$ cat config.mk
export PLATFORM = sky130hd
export DESIGN_NAME = mem_arbiter
export DESIGN_NICKNAME = d
export VERILOG_FILES = /design/src/rtl/mem_arbiter_pkg.sv /design/src/rtl/mem_arbiter_arb_prio.sv /design/src/rtl/mem_arbiter.sv
export SDC_FILE = /design/constraint.sdc
export NUM_CORES = 1
export LEC_CHECK = 0
export CAP_MARGIN = 10
export CORE_MARGIN = 8
export CORE_UTILIZATION = 29
export DETAILED_ROUTE_END_ITERATION = 8
export PLACE_DENSITY = 0.61
export SLEW_MARGIN = 25
export SYNTH_ARGS = -nofsm -noshare
export SYNTH_HDL_FRONTEND = slang
export SYNTH_SLANG_ARGS = --single-unit
$ cat constraint.sdc
create_clock -name clk -period 1.75 [get_ports clk]
set_clock_uncertainty 0.15 [all_clocks]
set_input_delay 0.35 -clock clk [delete_from_list [all_inputs] [get_ports clk]]
set_output_delay 0.35 -clock clk [all_outputs]
set_load 0.03 [all_outputs]
$ cat src/rtl/mem_arbiter_pkg.sv
`default_nettype none
// ============================================================================
// mem_arbiter_pkg: shared state/owner encodings for the I/D memory arbiter.
// Rev 1.0
// ============================================================================
package mem_arbiter_pkg;

    typedef enum logic [1:0] {
        IDLE  = 2'd0,
        ISSUE = 2'd1,
        WAIT  = 2'd2,
        RESP  = 2'd3
    } arbState_t;

    typedef enum logic {
        OWN_I = 1'b0,
        OWN_D = 1'b1
    } owner_t;

    localparam int STARVE_W = 3;

endpackage
`default_nettype wire

$ cat src/rtl/mem_arbiter_arb_prio.sv
`default_nettype none
// ============================================================================
// mem_arbiter_arb_prio: combinational D-over-I grant with I starvation override.
// Rev 1.0
// ============================================================================
module mem_arbiter_arb_prio
    import mem_arbiter_pkg::*;
#(
    parameter int STARVE_MAX = 2
) (
    input  logic                i_reqI,
    input  logic                i_reqD,
    input  logic [STARVE_W-1:0] i_starveCnt,
    output logic                o_grantI,
    output logic                o_grantD
);

    localparam logic [STARVE_W-1:0] c_STARVE_MAX = STARVE_W'(STARVE_MAX);

    logic w_iStarved;

    assign w_iStarved = i_reqI && (i_starveCnt == c_STARVE_MAX);
    assign o_grantD   = i_reqD && !w_iStarved;
    assign o_grantI   = i_reqI && !o_grantD;

endmodule
`default_nettype wire

$ cat src/rtl/mem_arbiter.sv
`default_nettype none
// ============================================================================
// mem_arbiter: single-outstanding I/D cache arbiter onto a unified memory port.
// Rev 1.0
// ============================================================================
module mem_arbiter
    import mem_arbiter_pkg::*;
#(
    parameter int DW         = 16,
    parameter int AW         = 16,
    parameter int STARVE_MAX = 2
) (
    input  logic          clk,
    input  logic          rst_n,
    input  logic          i_req,
    input  logic [AW-1:0] i_addr,
    output logic          i_ack,
    output logic          i_done,
    output logic [DW-1:0] i_rdata,
    input  logic          d_req,
    input  logic          d_wr,
    input  logic [AW-1:0] d_addr,
    input  logic [DW-1:0] d_wdata,
    output logic          d_ack,
    output logic          d_done,
    output logic [DW-1:0] d_rdata,
    output logic          mem_rd,
    output logic          mem_wr,
    output logic [AW-1:0] mem_addr,
    output logic [DW-1:0] mem_wdata,
    input  logic          mem_stall,
    input  logic          mem_done,
    input  logic [DW-1:0] mem_rdata,
    output logic          busy
);

    localparam logic [1:0]          c_IDLE       = IDLE;
    localparam logic [1:0]          c_ISSUE      = ISSUE;
    localparam logic [1:0]          c_WAIT       = WAIT;
    localparam logic [1:0]          c_RESP       = RESP;
    localparam logic [STARVE_W-1:0] c_STARVE_MAX = STARVE_W'(STARVE_MAX);
    localparam logic [STARVE_W-1:0] c_ONE        = STARVE_W'(1);

    logic [1:0]          r_state;
    owner_t              r_owner;
    logic                r_wr;
    logic [AW-1:0]       r_addr;
    logic [DW-1:0]       r_wdata;
    logic [DW-1:0]       r_iRdata;
    logic [DW-1:0]       r_dRdata;
    logic [STARVE_W-1:0] r_starveCnt;
    logic                w_grantI;
    logic                w_grantD;
    logic                w_idle;
    logic                w_accept;
    logic                w_capture;

    mem_arbiter_arb_prio #(
        .STARVE_MAX (STARVE_MAX)
    ) u_arbPrio (
        .i_reqI      (i_req),
        .i_reqD      (d_req),
        .i_starveCnt (r_starveCnt),
        .o_grantI    (w_grantI),
        .o_grantD    (w_grantD)
    );

    assign w_idle    = (r_state == c_IDLE);
    assign w_accept  = (r_state == c_ISSUE) && !mem_stall;
    // Completion counts only once the command has actually been taken by memory.
    assign w_capture = mem_done && (w_accept || (r_state == c_WAIT));

    always_ff @(posedge clk or negedge rst_n) begin
        if (!rst_n) begin
            r_state     <= c_IDLE;
            r_owner     <= OWN_I;
            r_wr        <= 1'b0;
            r_addr      <= '0;
            r_wdata     <= '0;
            r_starveCnt <= '0;
        end else begin
            case (r_state)
                c_IDLE: begin
                    if (w_grantI || w_grantD) begin
                        r_owner <= w_grantD ? OWN_D : OWN_I;
                        r_addr  <= w_grantD ? d_addr : i_addr;
                        r_wr    <= w_grantD && d_wr;
                        r_wdata <= w_grantD ? d_wdata : '0;
                        if (w_grantD && i_req) begin
                            if (r_starveCnt != c_STARVE_MAX) begin
                                r_starveCnt <= r_starveCnt + c_ONE;
                            end
                        end else begin
                            r_starveCnt <= '0;
                        end
                        r_state <= c_ISSUE;
                    end
                end
                c_ISSUE: begin
                    if (w_accept) begin
                        r_state <= mem_done ? c_RESP : c_WAIT;
                    end
                end
                c_WAIT: begin
                    if (mem_done) begin
                        r_state <= c_RESP;
                    end
                end
                default: begin
                    r_state <= c_IDLE;
                end
            endcase
        end
    end

    always_ff @(posedge clk or negedge rst_n) begin
        if (!rst_n) begin
            r_iRdata <= '0;
            r_dRdata <= '0;
        end else if (w_capture) begin
            if (r_owner == OWN_I) begin
                r_iRdata <= mem_rdata;
            end else if (!r_wr) begin
                r_dRdata <= mem_rdata;
            end
        end
    end

    assign i_ack     = rst_n && w_idle && w_grantI;
    assign d_ack     = rst_n && w_idle && w_grantD;
    assign i_done    = (r_state == c_RESP) && (r_owner == OWN_I);
    assign d_done    = (r_state == c_RESP) && (r_owner == OWN_D);
    assign i_rdata   = r_iRdata;
    assign d_rdata   = r_dRdata;
    assign mem_rd    = (r_state == c_ISSUE) && !r_wr;
    assign mem_wr    = (r_state == c_ISSUE) && r_wr;
    assign mem_addr  = r_addr;
    assign mem_wdata = r_wdata;
    assign busy      = !w_idle;

endmodule
`default_nettype wire
==> qor.log, run 1 <==
INFO  place          place_congestion=0.740
INFO  timing         setup-violations-final=41
INFO  worst_setup_path worstPathArrival=1.50ns
INFO  logic_synthesis seq_area_frac_synth=56.7%
INFO  clock_network  cts_made_buffers=9
INFO  floorplanning  floorplan.io_pins=142
INFO  pwr            total_power=10,500µW
INFO  global_route   grt_antenna_before_repair=0
INFO  routing        first_pass_iters=4
INFO  pwr            p_leak=0.00261µW
INFO  floorplanning  rows=38
INFO  logic_synthesis count_of_different_cell_masters_after_synthesis=31
INFO  place          dp_worst_setup_slack=-0.345ns
INFO  timing         timing.final.ws_setup=-0.249ns
INFO  clock_network  clock_insertion_delay_worst_skew=0.35ns
INFO  finish         final_area=5490µm²
INFO  timing         maxSlewViolCount=0
INFO  routing        postRouteWirelength=10,300µm
INFO  worst_setup_path path_class=flop to output port
INFO  worst_setup_path crit_path_max_fanout=3
INFO  floorplanning  core_area=10,700µm²
INFO  finish         final_layout_size_suffix_gt1_share=29.4%
INFO  global_route   grt_max_degree=63
INFO  timing         period_share=114%
INFO  global_route   gr-usage-all-layers=14.5%
INFO  timing         hold_viol_final=0
INFO  floorplanning  floorplan.die.height=120µm
INFO  clock_network  tritoncts_num_sinks=71
INFO  run_status     run_status=finished, violations left
INFO  pwr            power_per_cell_area=1900nW/µm²
INFO  logic_synthesis post_synth.cell_area_avg=12.7µm²
INFO  timing         max_slew.worst_pin.slew=0.799ns
INFO  place          placed_cell_area=4980µm²
INFO  finish         layout-area-overhead-vs-synth=75.2%
INFO  logic_synthesis synth.net_count=326
INFO  global_route   first_global_vias=3,066
INFO  clock_network  worst_case_clock_buffer_depth=2
INFO  pwr            power.ir.vdd_worst=0.805mV
INFO  pwr            netSwitchingFraction=41.6%
INFO  pwr            share_seq_of_total_power=27.8%
INFO  routing        drcViolationCount=0
INFO  worst_setup_path required=1.25ns
INFO  worst_setup_path rr_startpoint=r_state[1]
INFO  place          io_buffers=141
INFO  pwr            switchingPower=4350µW
INFO  routing        routedWlPerCell=17.9µm
INFO  timing         finalWorstPathRequiredPeriod=2.00ns
INFO  finish         register_area=1780µm²
INFO  logic_synthesis synthesis.area=3140µm²
INFO  place          detailedPlacementHpwl=7270µm
INFO  run            drv_cap=0
INFO  worst_setup_path timing.critical_path.to_type=output port
INFO  routing        detail-route-antenna-nets=0
INFO  timing         maxSlewHeadroom=46.7%
INFO  logic_synthesis synthCells=247
INFO  routing        vias_per_cell=4.62
INFO  finish         multiInputGateArea=1460µm²
INFO  pwr            comb_power_share=58.1%
INFO  worst_setup_path critical_path.startpoint_type=flop
INFO  finish         commonest_non_fill_non_tap_cell_in_the_layout=dfrtp_1
INFO  finish         design.final.nets=506
INFO  finish         n_fill_cell=985
INFO  routing        first_iter_violations=101
INFO  run_status     failed_checks=setup timing
INFO  clock_network  cts_root_buf=clkbuf_8
INFO  logic_synthesis postSynthRegisterBits=71
INFO  clock_network  cts.htree.levels=3
INFO  finish         final_antenna_diode_count=0
INFO  pwr            portion_of_total_power_attributed_to_the_clock_network=14.1%
INFO  floorplanning  die_outline_area=14,400µm²
INFO  routing        vias=2,643
INFO  floorplanning  floorplan.initialDensity=29.3%
INFO  clock_network  cts.clk_slew.worst_paths=0.09ns
INFO  global_route   grt_pass1_wl=16,800µm
INFO  floorplanning  die_w=120µm
INFO  worst_setup_path r2r_setup_slack=-0.22ns
INFO  timing         max_clock_freq=500MHz
INFO  finish         utilization=51.3%
INFO  hold_path      min_path_type=primary input to async pin
INFO  pwr            cell_internal_pwr=6110µW
INFO  global_route   globalRoute.totalOverflow=0
INFO  worst_setup_path critPathLaunch=r_starveCnt[1]
INFO  timing         rsz0062_at_grt=true
INFO  finish         layout_common_cells=dfrtp_1, clkdlybuf4s50_1, dlygate4sd2_1
INFO  logic_synthesis yosys_warnings=0
INFO  clock_network  cts_tree=done
==> flip-flops by register name, summed over array words and instances (netlist names) <==
| register | cells |
|---|---|
| r_starveCnt | 3 |
| mem_addr | 16 |
| i_rdata | 16 |
| d_rdata | 16 |
| r_wr | 1 |
| mem_wdata | 16 |
| r_state | 2 |
| r_owner | 1 |
==> final timing paths <==
path | to | depth (start not counted)
max in group asynchronous | r_starveCnt[2] | 2
hold / removal | r_starveCnt[0] | 2
setup reg to reg | i_rdata[10] | 7
hold reg to reg | mem_addr[13] | 2
setup / recovery | d_ack | 5
min in group clk | mem_addr[13] | 2
==> stage by stage <==
step	hold WS (ns)	std cells	TNS, ns
floorplan	-0.0956	247	-2.28
detailed placement	0.0604	539	-17.95
CTS	0.112	564	-5.97
global placement	0.0621	539	-16.58
finish	0.0801	572	-7.42
global route	0.143	572	-9.74
==> cell usage after synthesis <==
cell type,n,share of area [%]
o211ai_1,16,3.8
nor2b_1,2,0.40
mux2_4,10,4.8
a22o_1,17,4.7
nand2_1,35,4.2
clkbuf_1,3,0.36
and2_1,3,0.60
o21ai_1,1,0.16
nand3_1,1,0.16
dfrtp_1,71,57
and3_1,2,0.40
a32o_1,1,0.32
nand2b_1,1,0.20
nand3b_4,1,0.64
a21o_1,1,0.24
o2111ai_4,1,0.84
a211oi_1,1,0.24
o311ai_1,1,0.28
inv_1,7,0.84
buf_6,1,0.36
o21a_1,1,0.24
nand4bb_1,1,0.36
nand4_1,17,3.4
o211ai_4,1,0.68
mux2_2,24,8.6
buf_2,10,1.6
o21ai_0,4,0.64
ha_1,8,3.2
buf_4,2,0.48
nor2_1,2,0.24
and2b_4,1,0.32
==> power by group through the flow <==
| stage | Combinational, µW | Sequential (µW) | Clock (µW) |
|---|---|---|---|
| global placement | 5760 | 2930 | 0 |
| floorplan | 1910 | 4290 | 0 |
| detailed placement | 5850 | 2950 | 0 |
| finish | 6080 | 2910 | 1480 |
| global route | 6490 | 3020 | 1580 |
| CTS | 5900 | 2910 | 1520 |
==> worst max-delay path: stages, from the launching register on <==
cell	delay [ns]
dfrtp_1	0.43
ha_4	0.19
nand3b_4	0.07
and2_4	0.16
and3_4	0.18
buf_6	0.13
==> routing by layer <==
metal / global-route usage, % / wire, µm / part of all wire (%)
met4: 4.53 / 138 / 1.3
met3: 5.26 / 706 / 6.9
met5: 0 / 0 / 0
met1: 18.1 / 4520 / 44
met2: 23.1 / 4880 / 48
==> cell type report <==
class	instances	area share, %
clock buffer	10	2.32
clock inverter	6	1.69
inverter	7	0.524
multi-input combinational	153	26.7
sequential	71	32.4
tap	140	3.19
timing repair buffer	185	33.3
==> repair_timing <==
| action | 4_1_cts | 5_1_grt |
|---|---|---|
| hold buffers | 1 | 0 |
| setup buffers | 7 | 9 |
| pin swaps | 9 | 4 |
| gates cloned | 1 | 1 |
| setup endpoints to repair | 120 | 71 |
| gates resized for setup | 101 | 15 |
| hold endpoints to repair | 9 | 0 |
==> cell families (layout without fill, tap and decap cells) <==
logic type      Yosys count  in the layout  share of synthesized area [%]
simple gates             66             66                           10.9
fa+ha+maj                 8              8                           3.19
buf+inv                  23            208                           3.63
flops                    71             71                           56.7
compound gates           45             45                           12.2
mux                      34             34                           13.4
No activity file was read; power rests on OpenSTA's default activity.
==> run 2: changes to the inputs <==
Settings changed: CORE_MARGIN 8 to 10.
==> qor.log, run 2 (synthesized netlist as in run 1, its figures left out) <==
INFO  run_status     run_status=finished, violations left
INFO  run_status     failed_checks=setup timing
INFO  finish         layout_common_cells=dfrtp_1, clkdlybuf4s50_1, dlygate4sd2_1
INFO  clock_network  tritoncts_num_sinks=71 [unchanged]
INFO  worst_setup_path crit_path_cell_trace=inv_2 -> ha_4 -> buf_6 -> and3_4 -> buf_6
INFO  timing         setup-violations-final=39 [-4.9%]
INFO  pwr            p_leak=0.00263µW [+0.92%]
INFO  floorplanning  die_outline_area=15,400µm² [+6.8%]
INFO  pwr            share_seq_of_total_power=27.0% [-0.8 points]
INFO  global_route   grt_antenna_before_repair=0 [unchanged]
INFO  floorplanning  floorplan.die.height=124µm [+3.3%]
INFO  routing        detail-route-antenna-nets=0 [unchanged]
INFO  worst_setup_path critical_path.startpoint_type=flop
INFO  finish         layout-area-overhead-vs-synth=76.4%
INFO  clock_network  cts_root_buf=clkbuf_8
INFO  floorplanning  core_area=10,400µm² [-2.6%]
INFO  timing         finalWorstPathRequiredPeriod=2.02ns [+0.0221 ns]
INFO  pwr            total_power=10,700µW [+2.4%]
INFO  worst_setup_path worst_r2r_end=d_rdata[8]
INFO  routing        vias_per_cell=4.76 [+3.0%]
INFO  finish         design.final.nets=505 [-0.20%]
INFO  place          place_congestion=0.802 [+8.4%]
INFO  worst_setup_path critical-path-slowest-cell=dfrtp_2
INFO  worst_setup_path rr_startpoint=r_state[1]
INFO  worst_setup_path required=1.25ns [about the same]
INFO  clock_network  clock_insertion_delay_worst_skew=0.35ns [about the same]
INFO  global_route   globalRoute.totalOverflow=0 [unchanged]
INFO  clock_network  worst_case_clock_buffer_depth=2 [unchanged]
INFO  clock_network  cts.htree.levels=3 [unchanged]
INFO  pwr            netSwitchingFraction=41.7% [+0.12 points]
INFO  floorplanning  die_w=124µm [+3.3%]
INFO  place          dp_worst_setup_slack=-0.334ns [+0.0105 ns]
INFO  global_route   gr-usage-all-layers=13.5% [-1.0 points]
INFO  routing        first_iter_violations=165 [+63%]
INFO  timing         maxSlewViolCount=0 [unchanged]
INFO  hold_path      holdCritStartpoint=mem_addr[4]
INFO  finish         commonest_non_fill_non_tap_cell_in_the_layout=dfrtp_1
INFO  floorplanning  rows=37 [-2.6%]
INFO  worst_setup_path crit_path_max_fanout=9 [+6]
INFO  pwr            portion_of_total_power_attributed_to_the_clock_network=15.6% [+1.5 points]
INFO  global_route   first_global_vias=2,865 [-6.6%]
INFO  routing        first_pass_iters=4 [unchanged]
INFO  worst_setup_path path_class=flop to output port
INFO  worst_setup_path crit_path_max_incr_delay=0.44ns [about the same]
INFO  pwr            power_per_cell_area=1940nW/µm² [+1.7%]
INFO  clock_network  cts_tree=done
INFO  timing         hold_viol_final=0 [unchanged]
INFO  global_route   grt_pass1_wl=16,300µm [-3.2%]
INFO  worst_setup_path path_buf_inv=3 [+2]
INFO  run            drv_cap=0 [unchanged]
INFO  timing         rsz0062_at_grt=true
INFO  timing         max_slew.worst_pin.slew=0.614ns [-0.185 ns]
INFO  hold_path      min_path_type=flop to flop
INFO  timing         period_share=116% [+1.3 points]
INFO  finish         n_fill_cell=936 [-5.0%]
INFO  place          detailedPlacementHpwl=7820µm [+7.7%]
INFO  routing        routedWlPerCell=19.6µm [+9.6%]
INFO  global_route   grt_max_degree=49 [-22%]
INFO  timing         max_clock_freq=495MHz [-1.1%]
INFO  timing         timing.final.ws_setup=-0.271ns [-0.0221 ns]
INFO  worst_setup_path r2r_setup_slack=-0.19ns [+0.03 ns]
INFO  worst_setup_path cpLargestDelayFamily=flip-flops
INFO  worst_setup_path worstPathArrival=1.52ns [+0.02 ns]
INFO  finish         utilization=53.1% [+1.7 points]
INFO  hold_path      min_to=mem_addr[4]
INFO  pwr            switchingPower=4470µW [+2.7%]
INFO  pwr            power.ir.vdd_worst=0.756mV [-6.2%]
INFO  worst_setup_path timing.critical_path.to_type=output port
INFO  floorplanning  floorplan.initialDensity=30.1% [+0.79 points]
INFO  timing         maxSlewHeadroom=59.1% [+12 points]
INFO  routing        postRouteWirelength=11,100µm [+8.7%]
INFO  finish         final_antenna_diode_count=0 [unchanged]
INFO  routing        drcViolationCount=0 [unchanged]
INFO  worst_setup_path rr_worst_depth=7 [unchanged]
INFO  clock_network  cts.clk_slew.worst_paths=0.09ns [about the same]
INFO  clock_network  cts_made_buffers=9 [unchanged]
INFO  hold_path      worstHoldPathCells=2
INFO  pwr            cell_internal_pwr=6250µW [+2.2%]
INFO  floorplanning  floorplan.io_pins=142 [unchanged]
INFO  routing        vias=2,698 [+2.1%]
INFO  finish         final_layout_size_suffix_gt1_share=29.0% [-0.40 points]
INFO  worst_setup_path timing.critical_path.mode_cell=buf_6
INFO  pwr            comb_power_share=57.3% [-0.8 points]
INFO  place          io_buffers=141 [unchanged]
[run 2: cell types whose count changed in the layout (fill, tap and decap cells not counted), moves of 2 or more]
cell | previous run | this run
and3_4 | 1 | 3
buf_12 | 8 | 6
buf_4 | 29 | 20
buf_6 | 13 | 18
clkinvlp_4 | 2 | 0
inv_1 | 3 | 5
[run 2: worst max path at each step]
stage,endpoint,slack (ns),from,cells after the start
after CTS,d_ack,-0.28,r_starveCnt[0],6
after global placement,d_rdata[14],-0.31,mem_stall,5
final,d_ack,-0.27,r_state[0],5
after global routing,d_ack,-0.34,r_state[0],5
after detailed placement,d_rdata[14],-0.33,mem_stall,5
after floorplan,d_rdata[10],-0.12,r_state[1],6
[run 2: routing by layer]
metal	wire length, µm	vias to the layer above	GRT usage [%]
met5	0	-	0
met4	80	0	3.02
met3	884	8	4.25
met2	5190	100	21.3
met1	4990	1326	17.9
li1	-	1264	-
[run 2: power groups by stage]
stage / Clock, µW / Combinational (µW) / Sequential [µW]
after floorplan: 0 / 1910 / 4290
after global placement: 0 / 5800 / 2910
after detailed placement: 0 / 5860 / 2940
after CTS: 1720 / 5950 / 2890
after global routing: 1790 / 6490 / 2990
final: 1670 / 6150 / 2900
[run 2: area by class of cell]
type / count / area, µm² / share of cell area, %
Timing Repair Buffer: 182 / 1810 / 32.7
Inverter: 7 / 26.3 / 0.475
Clock inverter: 7 / 128 / 2.31
Sequential cell: 71 / 1780 / 32.1
Multi-Input combinational cell: 155 / 1500 / 27.0
Clock buffer: 9 / 124 / 2.24
Tap cell: 136 / 170 / 3.08
[run 2: tightest hold or removal path, stage by stage, from the launching register on]
cell	delay (ns)
dfrtp_1	0.34
nand2_1	0.05
o211ai_1	0.07
[run 2: metrics by stage]
stage / instances / hold WS, ns / area [µm²] / TNS, ns
final: 567 / 0.347 / 5530 / -6.72
after global placement: 534 / 0.238 / 4960 / -16.30
after CTS: 563 / 0.350 / 5440 / -5.45
after detailed placement: 534 / 0.251 / 4960 / -17.97
after global routing: 567 / 0.369 / 5530 / -8.61
after floorplan: 247 / -0.0956 / 3230 / -2.28
[run 2: timing repair]
| action | in CTS | in global routing |
|---|---|---|
| setup buffers | 9 | 6 |
| hold buffers | 2 | 0 |
| endpoints found under the setup margin | 106 | 65 |
| pin swaps | 4 | 10 |
| resized for setup | 106 | 20 |
| endpoints found under the hold margin | 23 | 0 |
| gates cloned | 2 | 3 |
